**config.mk**
```make
export PLATFORM = sky130hd
export DESIGN_NAME = read_fifo_side
export DESIGN_NICKNAME = d
export VERILOG_FILES = /design/src/rtl/read_fifo_side.sv
export SDC_FILE = /design/constraint.sdc
export NUM_CORES = 1
export LEC_CHECK = 0
export CORE_MARGIN = 2
export CORE_UTILIZATION = 50
export CTS_BUF_LIST = sky130_fd_sc_hd__clkbuf_4
export CTS_CLUSTER_SIZE = 20
export DETAILED_ROUTE_END_ITERATION = 8
export GPL_TIMING_DRIVEN = 0
export PLACE_DENSITY = 0.78
export SYNTH_ARGS = -nofsm -noshare
export SYNTH_HDL_FRONTEND = slang
export SYNTH_SLANG_ARGS = --single-unit
```
**constraint.sdc**
```tcl
create_clock -name r_clk_in -period 4.1 [get_ports r_clk_in]
set_clock_uncertainty 0.2 [all_clocks]
set_input_delay 1.23 -clock r_clk_in [delete_from_list [all_inputs] [get_ports r_clk_in]]
set_output_delay 1.23 -clock r_clk_in [all_outputs]
set_load 0.005 [all_outputs]
```
**src/rtl/read_fifo_side.sv**
```systemverilog
// Read-domain control of an asynchronous FIFO: read pointer, write-pointer
// synchroniser, empty flag, occupancy, read-valid strobe and sticky underflow.
module read_fifo_side #(
   parameter int ADDR_WIDTH = 3
) (
   input  logic                  r_clk_in,
   input  logic                  r_reset_n_in,
   input  logic                  r_request_in,
   input  logic [ADDR_WIDTH:0]   w_gray_ptr_in,
   output logic                  r_empty_out,
   output logic [ADDR_WIDTH-1:0] r_addr_out,
   output logic [ADDR_WIDTH:0]   r_gray_ptr_out,
   output logic                  r_valid_out,
   output logic [ADDR_WIDTH:0]   r_count_out,
   output logic                  r_underflow_out
);

   logic [ADDR_WIDTH:0] r_bin_reg;
   logic [ADDR_WIDTH:0] r_bin_next;
   logic [ADDR_WIDTH:0] r_gray_next;
   logic [ADDR_WIDTH:0] wq1_reg;
   logic [ADDR_WIDTH:0] wq2_reg;
   logic [ADDR_WIDTH:0] wq2_bin;
   logic                accept;

   // Accept is judged against the registered flag only, so a read that
   // empties the FIFO blocks a request in the very next cycle.
   assign accept      = r_request_in & ~r_empty_out;
   assign r_bin_next  = r_bin_reg + {{ADDR_WIDTH{1'b0}}, accept};
   assign r_gray_next = r_bin_next ^ (r_bin_next >> 1);
   assign r_addr_out  = r_bin_reg[ADDR_WIDTH-1:0];

   // Gray to binary: each bit is the XOR of itself and all higher bits.
   genvar gi;
   generate
      for (gi = 0; gi <= ADDR_WIDTH; gi++) begin : g_gray2bin
         assign wq2_bin[gi] = ^wq2_reg[ADDR_WIDTH:gi];
      end
   endgenerate

   always_ff @(posedge r_clk_in) begin
      if (!r_reset_n_in) begin
         wq1_reg         <= '0;
         wq2_reg         <= '0;
         r_bin_reg       <= '0;
         r_gray_ptr_out  <= '0;
         r_empty_out     <= 1'b1;
         r_count_out     <= '0;
         r_valid_out     <= 1'b0;
         r_underflow_out <= 1'b0;
      end else begin
         wq1_reg         <= w_gray_ptr_in;
         wq2_reg         <= wq1_reg;
         r_bin_reg       <= r_bin_next;
         r_gray_ptr_out  <= r_gray_next;
         // Full-width compare keeps the wrap bit, so full never looks empty.
         r_empty_out     <= (r_gray_next == wq2_reg);
         r_count_out     <= wq2_bin - r_bin_next;
         r_valid_out     <= accept;
         r_underflow_out <= r_underflow_out | (r_request_in & r_empty_out);
      end
   end

endmodule

```
### After elaboration in Yosys (flattened, before gate mapping)

Cells that the tools add are included.

* flip-flop bits (word level): 23
* input port bits: 7
* output and inout port bits: 14
* word-level logic and storage cells: 19

* add/subtract/negate cells: 2
* eq/ne operators: 1
* bitwise logic cells: 5
* reduce and logical (&&, ||, !) cells: 3

Operators with widths (number)
* $add A4 B1 Y4: 1
* $eq A4 B4 Y1: 1
* $reduce_xor A4 Y1: 1
* $sub A4 B4 Y4: 1
* $xor A4 B3 Y4: 1
* $reduce_xor A3 Y1: 1
* $and A1 B1 Y1: 2
* $reduce_xor A2 Y1: 1
* $not A1 Y1: 1
* $or A1 B1 Y1: 1

### Logic depth before layout (Yosys ltp)

Gate-level depths: netlist (run 1).

* depth after elaboration: 5
* depth in mapped cells: 9
* mapped depth without buffers: 9

### Least setup slack after synthesis (run 1)

Ideal clock, no wire load.

* path kind: input-to-reg
* from: input r_request_in
* to: register r_count_out[3]
* setup time: 123 ps
* data arrival time: 3139 ps
* data required time: 3777 ps
* path slack: 638 ps
* stages on the path: 9
* path buffers: 0
* cells stage by stage: nor2b_1 ha_1 ha_1 inv_1 ha_1 a21oi_1 maj3_1 o22ai_1 mux2_1

* word-level cells in the longest chain between the ends: 3

Ends and longest elaborated chain
* start: declaration: RTL line 8 `input logic r_request_in,`
* $and A1 B1 Y1: RTL line 28 `assign accept = r_request_in & ~r_empty_out;`
* $add A4 B1 Y4: RTL line 29 `assign r_bin_next = r_bin_reg + {{ADDR_WIDTH{1'b0}}, accept};`
* via r_bin_next[1]: RTL line 19 `logic [ADDR_WIDTH:0] r_bin_next;`
* $sub A4 B4 Y4: RTL line 58 `r_count_out <= wq2_bin - r_bin_next;`
* end signal: assignment: RTL line 58
* end: declaration: RTL line 14 `output logic [ADDR_WIDTH:0] r_count_out,`

The timed path passes the listed nets, and every way through them passes these cells.
A chain may end at the register's enable or synchronous reset.

### Worst setup path after layout (run 1)

* from: input r_request_in
* to: register r_count_out[3]

* word-level cells in the longest chain between the ends: 3

Ends and longest elaborated chain
* $and A1 B1 Y1: RTL line 28
* via accept: RTL line 24 `logic accept;`
* $add A4 B1 Y4: RTL line 29
* via r_bin_next[1]: RTL line 19
* $sub A4 B4 Y4: RTL line 58

The timed path passes the listed nets, and every way through them passes these cells.

==> results.ini, run 1 <==
[status]
status = complete, no violations

[floorplanning]
core_area_sq_um = 1708
die_area_sq_um = 2135
die_width_um = 46.21
fp-row-count = 15
start_util_pct = 52.16
die_h_um = 46.21
boundaryPins = 21

[worst_setup_path]
crit_chain = clkdlybuf4s50_1, nor2b_1, ha_1, ha_1, inv_1, ha_1, a21oi_1, maj3_1, o22ai_1, mux2_1
worstPathRequired_ns = 4.10
critPathMaxFanout = 5
cpMostUsedCell = ha_1
cp.arrival_ns = 3.78
end_kind = flop
start_kind = input pin
cpPeakStageDelay_ns = 0.42
crit_path_top_delay_cell = clkdlybuf4s50_1
crit_type = input pin to flop

[sta]
final_hold_viol_count = 0
drv_slew = 0
rsz0062_at_grt = false
tns_ns = 0
slew_headroom_pct = 74.51
max_freq_ghz = 0.2647
setup_viol_count_final = 0
layout_min_cycle_time_ns = 3.778
worst_slack_ns = 0.3222
period_share_pct = 92.14
worst_slew_pin_slew_ns = 0.3811

[power_and_ir_drop]
fin_total_pwr_uw = 407.6
p_per_area_nw_per_um2 = 356.0
leakage_nw = 0.4795
irDropWorstVdd_mv = 0.2146

[synth]
postSynthAreaPerCell_sq_um = 10.86
synth_nets = 94
syn-cell-area_sq_um = 890.9
synth_seq_cells = 22
ys_seq_area_share_pct = 49.44
yosysWarnings = 0
ys_types = 22
syn_inst = 82

[clock_tree]
clock_path_buffers = 2
cts_resized = 0
cts_sinks = 22
clkTransAtPathRegs_ns = 0.11
cts_htree_levels = 1
cts_buffers = 3
holdBufCountCts = 0
cts_tree = done
post_cts_buffers = 0
ctsRootBufferMaster = clkbuf_4
clock_latency_ns = 0.30

[global_routing]
grt_overflow = 0
first_global_vias = 573
grt_usage_pct = 16.81
antenna_found_initial = 0
grt_max_degree = 12
grt_pass1_wl_um = 2428

[route]
drt_wl_total_um = 1414
drc = 0
drtIter0Drc = 2
viasPerCell = 4.685
drtPass1Iterations = 4
num_vias = 609
drtAntennaViolNets = 0
avgRoutedWirePerCell_um = 10.88

[placement]
post-place-ws_ns = -0.02564
dpl_cell_area_sq_um = 1122
dp_hpwl_um = 1108
place.gp.congestion = 0.6609
port-buffer-count = 20

[cells_and_area]
final_util_pct = 67.03
drive_gt1_share_pct = 4.762
mostFrequentLayoutCell = dfxtp_1
finalInstanceArea_sq_um = 1145
num_antenna_cells = 0
layout_common_cells = dfxtp_1, clkdlybuf4s50_1, and2_1, xor2_1, xnor2_1
final_nets = 119
synthToLayoutAreaGrowth_pct = 28.51

[hold_path]
worstHoldPathType = flop to flop

[run]
max-cap-violations = 0

## critical path: cells and delay by family
family                     cells  cell delay, ns
adders and majority gates      4            1.24
buffers and inverters          2            0.55
muxes                          1            0.33
AOI/OAI and AO/OA              2            0.27
and+or+nand+nor                1            0.16
## path summary, 6_finish.rpt
check | depth (start not counted) | from | slack (ns) | to
worst min-delay path | 1 | wq1_reg[0] | 0.24 | wq2_reg[0]
worst min register to register | 1 | wq1_reg[0] | 0.24 | wq2_reg[0]
worst max-delay path | 10 | r_request_in | 0.32 | r_count_out[3]
worst max register to register | 9 | wq2_reg[2] | 1.39 | r_count_out[3]
## per-stage QoR
step	hold slack, ns	std cells
after floorplan	0.2119	82
after global placement	0.2134	127
after detailed placement	0.2181	127
after CTS	0.2484	130
after global routing	0.2569	130
final	0.2446	130
## synth_stat cells
cell       n  share of area [%]
xnor2_1    5                4.9
nor2b_1    4                2.8
and3_1     2                1.4
nor3_1     2                1.1
ha_1       4                5.6
xor2_4     1                3.1
o21ai_0    1               0.56
and2_2     1               0.84
o21ai_1    1               0.56
a21oi_1    2                1.1
xor2_1     7                6.9
mux2_1     1                1.3
clkbuf_1   2               0.84
fa_1       1                2.2
nor2_1     2               0.84
and2_1    17                 12
o22ai_1    1               0.70
nand3_1    1               0.56
inv_1      3                1.3
a21boi_0   1               0.84
maj3_1     1                1.1
dfxtp_1   22                 49
## metal layers
layer | vias up | global-route usage, % | share of wire (%) | wire [um]
met3 | 2 | 3.529 | 3.1 | 44
met4 | 0 | 10.29 | 0.99 | 14
met5 | - | 0 | 0 | 0
li1 | 310 | - | - | -
met1 | 285 | 21.12 | 41 | 579
met2 | 12 | 26.11 | 55 | 774
## area by class of cell
cell class / instances / area, sq um
clock buffer: 3 / 22.52
inverter: 3 / 11.26
buffer: 2 / 7.507
tap: 25 / 31.28
fill: 139 / 563.0
timing repair buffer: 20 / 200.2
multi-input combinational: 55 / 431.7
sequential: 22 / 440.4
## logic make-up after synthesis
logic type / synth area share, %
buffers and inverters: 2.107
and+or+nand+nor: 19.52
adders and majority gates: 8.989
DFF: 49.44
muxes: 1.264
xor gates and xnor gates: 14.89
AOI/OAI and AO/OA: 3.792
## where the power goes
part | internal [mW] | switching, mW | total (mW) | leakage [nW]
logic | 0.0474 | 0.0320 | 0.0794 | 0.285
clock network | 0.0343 | 0.0586 | 0.0928 | 0.0138
registers | 0.229 | 0.00581 | 0.235 | 0.181
Power figures use the tool's default switching activity.
==> run 2: changes to the inputs <==
Settings changed: CTS_BUF_LIST sky130_fd_sc_hd__clkbuf_4 to sky130_fd_sc_hd__clkbuf_8.
==> run 2 against run 1 <==
Effect of this change:
- register-to-register slack about the same
- fmax down 2.1%
- wire length is 0.42% higher
- clock-buffer cell count unchanged
- sequential power about the same
- worst setup slack lost 0.082 ns
- non-clock buffer count unchanged
- worst hold slack got worse by 0.0082 ns
- critical path depth stayed put
- critical path type unchanged
==> results.ini, run 2 (synthesis results as in run 1) <==
[run]
max-cap-violations = 0  ; unchanged

[floorplanning]
core_area_sq_um = 1708  ; unchanged
die_width_um = 46.21  ; unchanged
die_area_sq_um = 2135  ; unchanged
boundaryPins = 21  ; unchanged
fp-row-count = 15  ; unchanged
die_h_um = 46.21  ; unchanged
start_util_pct = 52.16  ; unchanged

[worst_setup_path]
crit_path_top_delay_cell = clkdlybuf4s50_1
crit_type = input pin to flop
cpMostUsedCell = ha_1
cp.arrival_ns = 3.81  ; +0.03 ns
cpPeakStageDelay_ns = 0.42  ; about the same
worstPathRequired_ns = 4.05  ; -0.05 ns
cp_top_family = adder cells
crit_chain = clkdlybuf4s50_1, nor2b_1, ha_1, ha_1, inv_1, ha_1, a21oi_1, maj3_1, o22ai_1, mux2_1
start_kind = input pin
critPathMaxFanout = 5  ; unchanged
path_buf_inv = 2  ; unchanged
end_kind = flop

[sta]
setup_viol_count_final = 0  ; unchanged
worst_slack_ns = 0.2405  ; -0.08172 ns
slew_headroom_pct = 73.80  ; -0.70 points
period_share_pct = 94.13  ; +2.0 points
rsz0062_at_grt = false
final_hold_viol_count = 0  ; unchanged
worst_slew_pin_slew_ns = 0.3916  ; +0.01052 ns
layout_min_cycle_time_ns = 3.859  ; +0.08172 ns
max_freq_ghz = 0.2591  ; -2.1%
drv_slew = 0  ; unchanged

[power_and_ir_drop]
p_switching_uw = 100.1  ; +3.9%
power_frac_comb_pct = 17.9  ; -1.6 points
irDropWorstVdd_mv = 0.2450  ; +14%
p_per_area_nw_per_um2 = 380.3  ; +6.8%
seqPwrFrac_pct = 53.2  ; -4.5 points
p_int_uw = 342.4  ; +10%
leakage_nw = 0.4873  ; +1.6%
p_clk_share_pct = 28.9  ; +6.1 points
swShare_pct = 22.63  ; -1.0 points

[clock_tree]
cts_resized = 0  ; unchanged
holdBufCountCts = 0  ; unchanged
cts_tree = done
post_cts_buffers = 0  ; unchanged
clkTransAtPathRegs_ns = 0.07  ; -0.04 ns
cts_buffers = 3  ; unchanged
clock_latency_ns = 0.25  ; -0.05 ns
clock_path_buffers = 2  ; unchanged
cts_htree_levels = 1  ; unchanged
cts_sinks = 22  ; unchanged
ctsRootBufferMaster = clkbuf_8

[global_routing]
grt_max_degree = 12  ; unchanged
grt_usage_pct = 16.25  ; -0.57 points
grt_overflow = 0  ; unchanged
antenna_found_initial = 0  ; unchanged
grt_pass1_wl_um = 2380  ; -2.0%
first_global_vias = 552  ; -3.7%

[route]
drc = 0  ; unchanged
drt_wl_total_um = 1420  ; +0.42%
drtPass1Iterations = 1  ; -3
drtIter0Drc = 0  ; -2
avgRoutedWirePerCell_um = 10.92  ; +0.42%
drtAntennaViolNets = 0  ; unchanged
viasPerCell = 4.638  ; -0.99%
num_vias = 603  ; -0.99%

[status]
status = complete, no violations

[cells_and_area]
synthToLayoutAreaGrowth_pct = 30.62
mostFrequentLayoutCell = dfxtp_1
drive_gt1_share_pct = 4.762  ; unchanged
final_util_pct = 68.13  ; +1.1 points
num_antenna_cells = 0  ; unchanged
layout_common_cells = dfxtp_1, clkdlybuf4s50_1, and2_1, xor2_1, xnor2_1
fillCellCount = 139  ; unchanged
final_nets = 119  ; unchanged

[hold_path]
worstHoldPathType = flop to flop

[placement]
port-buffer-count = 20  ; unchanged
post-place-ws_ns = -0.02564  ; unchanged
place.gp.congestion = 0.6609  ; unchanged
dp_hpwl_um = 1108  ; unchanged

## run 2: final timing paths
check / slack (ns) / depth (start not counted) / startpoint / to
max: 0.24 / 10 / r_request_in / r_count_out[3]
min: 0.24 / 1 / wq1_reg[0] / wq2_reg[0]
max reg2reg: 1.38 / 9 / r_empty_out / r_count_out[3]
min reg2reg: 0.24 / 1 / wq1_reg[0] / wq2_reg[0]
## run 2: stage by stage
| stage | power [mW] | setup TNS [ns] | cell area, sq um | cells | hold WS [ns] |
|---|---|---|---|---|---|
| floorplan | 0.2825 | 0 | 890.9 | 82 | 0.2119 |
| global placement | 0.3175 | 0 | 1122 | 127 | 0.2134 |
| detailed placement | 0.3209 | -0.02564 | 1122 | 127 | 0.2181 |
| CTS | 0.4482 | 0 | 1164 | 130 | 0.2386 |
| global route | 0.4659 | 0 | 1164 | 130 | 0.2466 |
| finish | 0.4425 | 0 | 1164 | 130 | 0.2365 |
## run 2: layout make-up
cell class,count,area (sq um),share of cell area (%)
tap,25,31.28,2.688
sequential,22,440.4,37.85
clock buffer,3,41.29,3.548
multi-input combinational,55,431.7,37.10
inverter,3,11.26,0.9677
timing repair buffer,20,200.2,17.20
buffer,2,7.507,0.6452
## run 2: per-layer routing
| layer | vias to the layer above | global-route usage (%) | wire length, um |
|---|---|---|---|
| met5 | - | 0 | 0 |
| met4 | 0 | 8.571 | 29 |
| met3 | 4 | 3.529 | 50 |
| met2 | 14 | 25.28 | 727 |
| met1 | 278 | 20.87 | 612 |
| li1 | 307 | - | - |
## run 2: power by group through the flow
stage               Combinational (mW)  Sequential, mW  Clock [mW]
global route                    0.0904           0.237       0.139
detailed placement              0.0805           0.240           0
CTS                             0.0806           0.235       0.132
floorplan                       0.0408           0.242           0
finish                          0.0794           0.235       0.128
global placement                0.0778           0.240           0
==> run 3: changes to the inputs <==
Settings changed: MAX_ROUTING_LAYER set to met4, SETUP_SLACK_MARGIN set to 0.05, SLEW_MARGIN set to 20.
==> run 3 against run 2 <==
Effect of this change:
- wire length shrank 1.2%
- largest power group unchanged
- clock power is essentially flat
- cell count unchanged
- clock-buffer cell count did not move
- critical path type unchanged
- design area unchanged
- global-route usage up 0.47 points
- critical endpoint unchanged
- register-to-register slack hardly changed
- sequential power about the same
- largest cell class unchanged
- first-iteration DRC count unchanged
- die area unchanged
==> results.ini, run 3 (synthesis results as in run 1) <==
[status]
status = complete, no violations

[clock_tree]
cts_sinks = 22  ; unchanged
holdBufCountCts = 0  ; unchanged
cts_resized = 0  ; unchanged
cts_htree_levels = 1  ; unchanged
cts_tree = done
clkTransAtPathRegs_ns = 0.07  ; about the same
clock_path_buffers = 2  ; unchanged
ctsRootBufferMaster = clkbuf_8
post_cts_buffers = 0  ; unchanged
cts_buffers = 3  ; unchanged
clock_latency_ns = 0.25  ; about the same

[route]
avgRoutedWirePerCell_um = 10.79  ; -1.2%
num_vias = 606  ; +0.50%
drc = 0  ; unchanged
drtIter0Drc = 0  ; unchanged
drt_wl_total_um = 1403  ; -1.2%
drtPass1Iterations = 1  ; unchanged
drtAntennaViolNets = 0  ; unchanged
viasPerCell = 4.662  ; +0.50%

[cells_and_area]
mostFrequentLayoutCell = dfxtp_1
final_nets = 119  ; unchanged
stdcell_count = 130  ; unchanged
synthToLayoutAreaGrowth_pct = 30.62  ; unchanged
final_util_pct = 68.13  ; unchanged
num_antenna_cells = 0  ; unchanged
finalInstanceArea_sq_um = 1164  ; unchanged
layout_common_cells = dfxtp_1, clkdlybuf4s50_1, and2_1, xor2_1, xnor2_1
drive_gt1_share_pct = 4.762  ; unchanged

[run]
max-cap-violations = 0  ; unchanged

[global_routing]
grt_overflow = 0  ; unchanged
grt_max_degree = 12  ; unchanged
grt_pass1_wl_um = 2373  ; -0.29%
grt_usage_pct = 16.72  ; +0.47 points
antenna_found_initial = 0  ; unchanged
first_global_vias = 551  ; -0.18%

[sta]
max_freq_ghz = 0.2596  ; +0.21%
worst_slew_pin_slew_ns = 0.3916  ; -0.00004220 ns
hold_ws_ns = 0.2366  ; +0.00009400 ns
layout_min_cycle_time_ns = 3.852  ; -0.007983 ns
slew_headroom_pct = 73.81  ; about the same
worst_slack_ns = 0.2485  ; +0.007983 ns
final_hold_viol_count = 0  ; unchanged
rsz0062_at_grt = false
drv_slew = 0  ; unchanged
setup_viol_count_final = 0  ; unchanged
period_share_pct = 93.94  ; -0.19 points

[worst_setup_path]
reg2reg_depth = 9  ; unchanged
cp.arrival_ns = 3.80  ; about the same
timing.critical_path.to = r_count_out[3]
start_kind = input pin
crit_type = input pin to flop
r2r_slack_ns = 1.38  ; about the same
r2r_start = r_empty_out
startpoint = r_request_in
worstPathRequired_ns = 4.05  ; about the same
critPathMaxFanout = 5  ; unchanged
end_kind = flop
worstReg2RegEnd = r_count_out[3]

[floorplanning]
die_h_um = 46.21  ; unchanged
die_width_um = 46.21  ; unchanged
fp-row-count = 15  ; unchanged
boundaryPins = 21  ; unchanged
die_area_sq_um = 2135  ; unchanged
core_area_sq_um = 1708  ; unchanged
start_util_pct = 52.16  ; unchanged

[placement]
post-place-ws_ns = -0.02564  ; unchanged
place.gp.congestion = 0.6671  ; +0.94%
port-buffer-count = 20  ; unchanged
dp_cells = 127  ; unchanged
dp_hpwl_um = 1108  ; unchanged
dpl_cell_area_sq_um = 1122  ; unchanged

[power_and_ir_drop]
irDropWorstVdd_mv = 0.2456  ; +0.26%
leakage_nw = 0.4873  ; unchanged
p_per_area_nw_per_um2 = 380.4  ; about the same

[hold_path]
worstHoldPathType = flop to flop

[run 3: through the flow]
stage          TNS (ns)  total power [mW]
6_report              0            0.4426
5_1_grt               0            0.4659
4_1_cts               0            0.4482
3_5_place_dp   -0.02564            0.3209
3_3_place_gp          0            0.3175
2_1_floorplan         0            0.2825
[run 3: per-layer routing]
layer / part of all wire, % / vias to the layer above / track usage [%] / routed length (um)
met3: 3.6 / 4 / 3.529 / 50
met5: 0 / - / - / 0
met4: 2.1 / 0 / 8.571 / 29
met1: 42 / 280 / 20.87 / 596
li1: - / 308 / - / -
met2: 52 / 14 / 25.28 / 726
[run 3: worst min path at each step]
stage,start,to,slack [ns],cells past startpoint
after floorplan,wq1_reg[0],wq2_reg[0],0.21,1
after global placement,wq1_reg[1],wq2_reg[1],0.21,1
after detailed placement,wq1_reg[3],wq2_reg[3],0.22,1
after CTS,wq1_reg[3],wq2_reg[3],0.24,1
after global routing,wq1_reg[3],wq2_reg[3],0.25,1
final,wq1_reg[0],wq2_reg[0],0.24,1
[run 3: critical path, cell delays in order]
cell and delay [ns]:
clkdlybuf4s50_1 0.42, nor2b_1 0.16, ha_1 0.20, ha_1 0.38, inv_1 0.13, ha_1 0.30, a21oi_1 0.09, maj3_1 0.36
o22ai_1 0.19, mux2_1 0.33
[run 3: report_power, final]
group          switching (mW)  internal, mW  total (mW)
registers             0.00576         0.230       0.235
logic                  0.0318        0.0475      0.0793
clock network          0.0627        0.0654       0.128
total                   0.100         0.342       0.443
[run 3: layout make-up]
cell class              instances  area, sq um
fillers                       139        544.3
flip-flops and latches         22        440.4
clock buffers                   3        41.29
well taps                      25        31.28
repair buffers                 20        200.2
multi-input cells              55        431.7
plain buffers                   2        7.507
inverters                       3        11.26
